$ cat config.mk
export PLATFORM = sky130hd
export DESIGN_NAME = pkt_regfile
export DESIGN_NICKNAME = d
export VERILOG_FILES = /design/src/rtl/pkt_regfile_pkg.sv /design/src/rtl/pkt_regfile_ahb.sv /design/src/rtl/pkt_regfile.sv
export SDC_FILE = /design/constraint.sdc
export NUM_CORES = 1
export LEC_CHECK = 0
export ABC_AREA = 1
export CORE_ASPECT_RATIO = 1.1
export CORE_MARGIN = 2
export CORE_UTILIZATION = 55
export CTS_BUF_LIST = sky130_fd_sc_hd__clkbuf_8 sky130_fd_sc_hd__clkbuf_16
export CTS_CLUSTER_SIZE = 16
export DETAILED_ROUTE_END_ITERATION = 7
export PLACE_DENSITY = 0.83
export SLEW_MARGIN = 20
export SYNTH_ARGS = -nofsm -noshare
export SYNTH_HDL_FRONTEND = slang
export SYNTH_SLANG_ARGS = --single-unit
export TNS_END_PERCENT = 10
$ cat constraint.sdc
create_clock -name rclk -period 3.5 [get_ports rclk]
set_input_delay 0.7 -clock rclk [delete_from_list [all_inputs] [get_ports rclk]]
set_output_delay 0.7 -clock rclk [all_outputs]
set_load 0.005 [all_outputs]
$ cat src/rtl/pkt_regfile_pkg.sv
// rtl/pkt_regfile_pkg.sv - shared register map, bit indices and AHB encodings
package pkt_regfile_pkg;

  localparam int unsigned OFF_CTRL      = 32'h00;
  localparam int unsigned OFF_STATUS    = 32'h04;
  localparam int unsigned OFF_DROPCNT   = 32'h08;
  localparam int unsigned OFF_PKTCNT    = 32'h0C;
  localparam int unsigned OFF_DATA_BASE = 32'h10;
  localparam int unsigned DATA_WORDS    = 8;

  localparam int unsigned CTRL_CAPEN   = 0;
  localparam int unsigned CTRL_IRQEN   = 1;
  localparam int unsigned STATUS_VALID = 0;
  localparam int unsigned STATUS_OVF   = 1;

  typedef enum logic [1:0] {
    HTRANS_IDLE   = 2'b00,
    HTRANS_BUSY   = 2'b01,
    HTRANS_NONSEQ = 2'b10,
    HTRANS_SEQ    = 2'b11
  } htrans_e;

  localparam logic [2:0] HSIZE_WORD = 3'b010;

endpackage

$ cat src/rtl/pkt_regfile_ahb.sv
// rtl/pkt_regfile_ahb.sv - AHB-Lite data-phase register and two-cycle error response FSM
module pkt_regfile_ahb
  import pkt_regfile_pkg::*;
#(
  parameter int ADDR_W = 8
) (
  input  logic              rclk,
  input  logic              rstn,
  input  logic              hsel_i,
  input  logic [ADDR_W-1:0] haddr_i,
  input  logic [1:0]        htrans_i,
  input  logic              hwrite_i,
  input  logic [2:0]        hsize_i,
  input  logic [31:0]       hwdata_i,
  input  logic              hready_i,
  output logic              hreadyout_o,
  output logic              hresp_o,
  output logic              rd_en_o,
  output logic [ADDR_W-1:0] rd_addr_o,
  output logic              wr_en_o,
  output logic [ADDR_W-1:0] wr_addr_o,
  output logic [31:0]       wdata_o
);

  localparam logic [1:0] ST_IDLE = 2'd0;
  localparam logic [1:0] ST_ERR1 = 2'd1;
  localparam logic [1:0] ST_ERR2 = 2'd2;

  logic [1:0]        state_q, state_d;
  logic              dph_wr_q, dph_wr_d;
  logic [ADDR_W-1:0] dph_addr_q, dph_addr_d;
  logic              xfer, legal;

  assign xfer  = hsel_i & hready_i &
                 ((htrans_i == HTRANS_NONSEQ) | (htrans_i == HTRANS_SEQ));
  assign legal = (hsize_i == HSIZE_WORD) & (haddr_i[1:0] == 2'b00);

  // ERR2 has hreadyout high, so a new address phase may be accepted there
  always_comb begin
    state_d = state_q;
    case (state_q)
      ST_ERR1: state_d = ST_ERR2;
      default: state_d = (xfer & ~legal) ? ST_ERR1 : ST_IDLE;
    endcase
  end

  always_comb begin
    dph_wr_d   = dph_wr_q;
    dph_addr_d = dph_addr_q;
    if (hready_i) begin
      dph_wr_d   = xfer & legal & hwrite_i;
      dph_addr_d = haddr_i;
    end
  end

  always_ff @(posedge rclk or negedge rstn) begin
    if (!rstn) begin
      state_q    <= ST_IDLE;
      dph_wr_q   <= 1'b0;
      dph_addr_q <= '0;
    end else begin
      state_q    <= state_d;
      dph_wr_q   <= dph_wr_d;
      dph_addr_q <= dph_addr_d;
    end
  end

  assign hreadyout_o = (state_q != ST_ERR1);
  assign hresp_o     = (state_q == ST_ERR1) | (state_q == ST_ERR2);
  assign rd_en_o     = xfer & legal & ~hwrite_i;
  assign rd_addr_o   = haddr_i;
  assign wr_en_o     = dph_wr_q & hready_i;
  assign wr_addr_o   = dph_addr_q;
  assign wdata_o     = hwdata_i;

endmodule

$ cat src/rtl/pkt_regfile.sv
// rtl/pkt_regfile.sv - single-entry packet mailbox with AHB-Lite register access
module pkt_regfile
  import pkt_regfile_pkg::*;
#(
  parameter int DCNT_W = 16,
  parameter int ADDR_W = 8
) (
  input  logic         rclk,
  input  logic         rstn,
  input  logic         pkt_valid,
  input  logic [255:0] pkt_data,
  input  logic         hsel,
  input  logic [31:0]  haddr,
  input  logic [1:0]   htrans,
  input  logic         hwrite,
  input  logic [2:0]   hsize,
  input  logic [31:0]  hwdata,
  input  logic         hready,
  output logic [31:0]  hrdata,
  output logic         hreadyout,
  output logic         hresp,
  output logic         irq
);

  localparam logic [ADDR_W-1:0] A_CTRL    = ADDR_W'(OFF_CTRL);
  localparam logic [ADDR_W-1:0] A_STATUS  = ADDR_W'(OFF_STATUS);
  localparam logic [ADDR_W-1:0] A_DROPCNT = ADDR_W'(OFF_DROPCNT);
  localparam logic [ADDR_W-1:0] A_PKTCNT  = ADDR_W'(OFF_PKTCNT);
  localparam logic [ADDR_W-1:0] A_DATA    = ADDR_W'(OFF_DATA_BASE);
  localparam logic [ADDR_W-1:0] DATA_SPAN = ADDR_W'(DATA_WORDS * 4);

  logic              rd_en, wr_en;
  logic [ADDR_W-1:0] rd_addr, wr_addr, doff;
  logic [31:0]       wdata, rd_mux;
  logic              wr_ctrl, wr_status, wr_drop;
  logic              unused_bits;

  logic [1:0]        ctrl_q, ctrl_d;
  logic              valid_q, valid_d, ovf_q, ovf_d;
  logic [DCNT_W-1:0] drop_q, drop_d;
  logic [31:0]       pktcnt_q, pktcnt_d;
  logic [255:0]      data_q, data_d;
  logic [31:0]       hrdata_q, hrdata_d;

  pkt_regfile_ahb #(.ADDR_W(ADDR_W)) u_ahb (
    .rclk        (rclk),
    .rstn        (rstn),
    .hsel_i      (hsel),
    .haddr_i     (haddr[ADDR_W-1:0]),
    .htrans_i    (htrans),
    .hwrite_i    (hwrite),
    .hsize_i     (hsize),
    .hwdata_i    (hwdata),
    .hready_i    (hready),
    .hreadyout_o (hreadyout),
    .hresp_o     (hresp),
    .rd_en_o     (rd_en),
    .rd_addr_o   (rd_addr),
    .wr_en_o     (wr_en),
    .wr_addr_o   (wr_addr),
    .wdata_o     (wdata)
  );

  assign unused_bits = ^{haddr[31:ADDR_W], wdata[31:2]};

  assign wr_ctrl   = wr_en & (wr_addr == A_CTRL);
  assign wr_status = wr_en & (wr_addr == A_STATUS);
  assign wr_drop   = wr_en & (wr_addr == A_DROPCNT);

  // Host clears are applied before capture so a same-edge clear frees the slot
  always_comb begin
    ctrl_d   = ctrl_q;
    valid_d  = valid_q;
    ovf_d    = ovf_q;
    drop_d   = drop_q;
    pktcnt_d = pktcnt_q;
    data_d   = data_q;
    if (wr_ctrl) ctrl_d = wdata[1:0];
    if (wr_status) begin
      if (!wdata[STATUS_VALID]) valid_d = 1'b0;
      if (!wdata[STATUS_OVF])   ovf_d   = 1'b0;
    end
    if (wr_drop) drop_d = '0;
    if (pkt_valid && ctrl_q[CTRL_CAPEN]) begin
      if (!valid_d) begin
        valid_d  = 1'b1;
        data_d   = pkt_data;
        pktcnt_d = pktcnt_q + 32'd1;
      end else begin
        ovf_d = 1'b1;
        if (!wr_drop && (drop_q != '1)) drop_d = drop_q + DCNT_W'(1);
      end
    end
  end

  assign doff = rd_addr - A_DATA;

  always_comb begin
    rd_mux = '0;
    if ((rd_addr >= A_DATA) && (doff < DATA_SPAN)) begin
      rd_mux = data_q[{doff[4:2], 5'b00000} +: 32];
    end else begin
      case (rd_addr)
        A_CTRL:    rd_mux = {30'b0, ctrl_q};
        A_STATUS:  rd_mux = {30'b0, ovf_q, valid_q};
        A_DROPCNT: rd_mux = 32'(drop_q);
        A_PKTCNT:  rd_mux = pktcnt_q;
        default:   rd_mux = '0;
      endcase
    end
  end

  assign hrdata_d = rd_en ? rd_mux : 32'h0;

  always_ff @(posedge rclk or negedge rstn) begin
    if (!rstn) begin
      ctrl_q   <= '0;
      valid_q  <= 1'b0;
      ovf_q    <= 1'b0;
      drop_q   <= '0;
      pktcnt_q <= '0;
      data_q   <= '0;
      hrdata_q <= '0;
    end else begin
      ctrl_q   <= ctrl_d;
      valid_q  <= valid_d;
      ovf_q    <= ovf_d;
      drop_q   <= drop_d;
      pktcnt_q <= pktcnt_d;
      data_q   <= data_d;
      hrdata_q <= hrdata_d;
    end
  end

  assign hrdata = hrdata_q;
  assign irq    = valid_q & ctrl_q[CTRL_IRQEN];

endmodule
==> flow_metrics.py <==
metrics = {
    "synth": {
        "synthArstFlopShare_pct": 100.0,
        "synth_common_cells": "1057 x nand2_1, 351 x dfrtp_1, 239 x nor2_1",
        "yosys.area.top_type": "dfrtp_1",
        "yosys_warnings": 0,
        "seq_area_frac_synth_pct": 51.72,
        "synth_cells": 2212,
        "synthFlopType": "dfrtp_1",
        "synth_edf_count": 0,
        "synth.most_common_cell": "nand2_1",
        "syn_area_mm2": 0.01698,
        "yosysTopAreaCellShare_pct": 51.72,
        "synth_seq_cells": 351,
        "synthDistinctLibCells": 34,
        "syn_avg_cell_area_um2": 7.677,
        "synth_area_leaders": "dfrtp_1 52%, nand2_1 23%, nor2_1 5.3%",
        "syn_nets": 2548,
    },
    "placement": {
        "placedCellCount": 2857,
        "place_ws_ns": 0.6012,
        "dp_hpwl_um": 36170,
        "gp_congestion": 0.9291,
        "port_buffers": 310,
        "placed_area_mm2": 0.02024,
    },
    "cts": {
        "cts.sinks": 351,
        "cts_inserted_buffers": 37,
        "cts.root.buffer_cell": "clkbuf_16",
        "post_cts_buffers": 0,
        "clk_latency_ns": 0.53,
        "cts_resized": 0,
        "cts_tree": "yes",
        "ctsHoldBuffers": 0,
        "clockBufferDepth": 3,
        "cts.htree.levels": 2,
        "path_clk_slew_ns": 0.06,
    },
    "min_path": {
        "hold_path.class": "input port to async pin",
    },
    "route": {
        "num_vias": 15928,
        "wire_per_inst_um": 17.59,
        "drc_errors": 0,
        "totalWireLength_um": 51680,
        "post_drt_via_cell_ratio": 5.420,
        "firstDrtPassIters": 5,
        "drtIter0Drc": 1244,
        "ant_nets": 0,
    },
    "final_layout": {
        "fin_area_mm2": 0.02156,
        "fin_nets": 2818,
        "area_growth_pct": 26.94,
        "layout-drive-gt1-share_pct": 5.341,
        "layout.cells.non_filler": 2939,
        "postLayoutCoreUtil_pct": 70.84,
    },
    "global_route": {
        "grt_antenna_before_repair": 16,
        "grt_max_degree": 166,
        "overflow": 0,
        "first_global_vias": 15847,
        "grtUsageTotal_pct": 32.38,
        "grt_pass1_wl_um": 82030,
    },
    "flow_run": {
        "max-cap-violations": 0,
    },
    "setup_path": {
        "crit_slowest_cell": "clkdlybuf4s50_1",
        "crit_chain": "clkdlybuf4s50_1 > inv_2 > nand2_2 > buf_12 > inv_1 > nand2_1 > nand4_1 > mux2i_1 > a21oi_1",
        "cp-start-kind": "input port",
        "crit_buf_inv": 4,
        "required_ns": 3.88,
        "critPathKind": "input port to flop",
        "worst_setup_path_end_kind": "flop",
        "cp_max_fo": 40,
        "max_stage_delay_ns": 0.61,
        "cp_top_family": "buffers and inverters",
        "arrival_ns": 2.82,
    },
    "sta": {
        "hold_violations": 0,
        "worst_pin_slew_ns": 0.7423,
        "finalClockSkew_ns": 0.02093,
        "period_minus_slack_ns": 2.434,
        "clock.fmax_mhz": 410.8,
        "maxSlewViolCount": 0,
        "post-route-period-util_pct": 69.56,
        "setup_ws_ns": 1.066,
        "setup_tns_ns": 0,
        "slew_headroom_pct": 50.51,
        "rsz0062_at_grt": "false",
        "setup_viol": 0,
        "whs_ns": 0.1614,
    },
    "floorplan": {
        "die_y_um": 188.3,
        "die-width_um": 171.5,
        "row_count": 67,
        "initial_core_util_pct": 55.80,
        "io_pins": 366,
        "core_mm2": 0.03043,
        "dieArea_mm2": 0.03230,
    },
    "power": {
        "p_per_area_mw_per_mm2": 422.6,
        "p_leak_nw": 11.05,
        "power_mw": 9.109,
        "peakVddDrop_v": 0.0003460,
    },
    "outcome": {
        "status": "finished, final reports clean",
    },
}
==> flip-flops by register name (all words and copies together) (netlist names) <==
| register | count |
|---|---|
| u_ahb.state_q | 2 |
| ovf_q | 1 |
| u_ahb.wr_addr_o | 8 |
| u_ahb.dph_wr_q | 1 |
| valid_q | 1 |
| drop_q | 16 |
| ctrl_q | 2 |
| hrdata | 32 |
| data_q | 256 |
| pktcnt_q | 32 |
==> metal layers <==
metal / up-vias / wire length, um / track usage [%]
met4: 0 / 2410 / 15.87
met2: 702 / 23910 / 49.68
met1: 7595 / 21160 / 44.87
met3: 142 / 4196 / 5.335
li1: 7489 / - / -
met5: - / 0 / 0
==> final cells by class <==
class | count | area [um^2]
antenna | 16 | 40.04
tap | 414 | 518.0
sequential | 351 | 8783
inverter | 100 | 382.9
clock inverter | 20 | 222.7
fill | 2362 | 8875
timing repair buffer | 343 | 3456
clock buffer | 46 | 1050
multi-input combinational | 1649 | 7103
==> worst paths after layout <==
path / startpoint / end / slack (ns) / cells after the start
worst max-delay path: haddr[3] / hrdata[30] / 1.07 / 9
worst min-delay path: rstn / data_q[183] / 0.16 / 1
worst max register to register: drop_q[0] / drop_q[0] / 1.32 / 11
worst min register to register: data_q[232] / data_q[232] / 0.47 / 2
max in group asynchronous: rstn / data_q[227] / 2.38 / 2
min in group rclk: data_q[232] / data_q[232] / 0.47 / 2
==> cells in the final DEF (no fill, tap or decap), types with 2 or more instances in the layout <==
master and n:
bufinv_16 4, nand2_2 2, clkbuf_16 37, nor2_1 239, buf_4 25, diode_2 16
o221ai_1 32, dfrtp_1 351, ha_1 5, o21ai_1 17, nand4_1 12, o31ai_1 2
clkinv_2 6, o21ai_0 78, o22ai_1 31, nand2_1 1056, nand3_1 52, inv_2 7
xor2_1 27, buf_12 8, clkinv_8 2, nor3_1 20, clkdlybuf4s50_1 309, a21oi_1 21
clkbuf_8 9, or2_2 14, nor2_2 12, inv_1 97, o211ai_1 12, o2111ai_1 8
inv_6 2
==> logic make-up (layout without fill, tap and decap cells) <==
family	after synthesis	count (layout)	synth area share [%]
AND/OR/NAND/NOR	1412	1412	32.50
flip-flops	351	351	51.72
buffers and inverters	212	509	6.572
AO/OA/AOI/OAI	203	203	7.331
XOR/XNOR	28	28	1.444
adder cells (fa/ha/maj)	5	5	0.3684
multiplexers	1	1	0.05895
other	0	16	0
==> power breakdown <==
group | internal [mW] | leakage [nW] | total (mW) | switching (mW)
logic | 0.418 | 5.60 | 0.857 | 0.439
registers | 4.13 | 4.79 | 4.17 | 0.0416
clock network | 2.43 | 0.656 | 4.08 | 1.65
(Power assumes the default switching activity.)
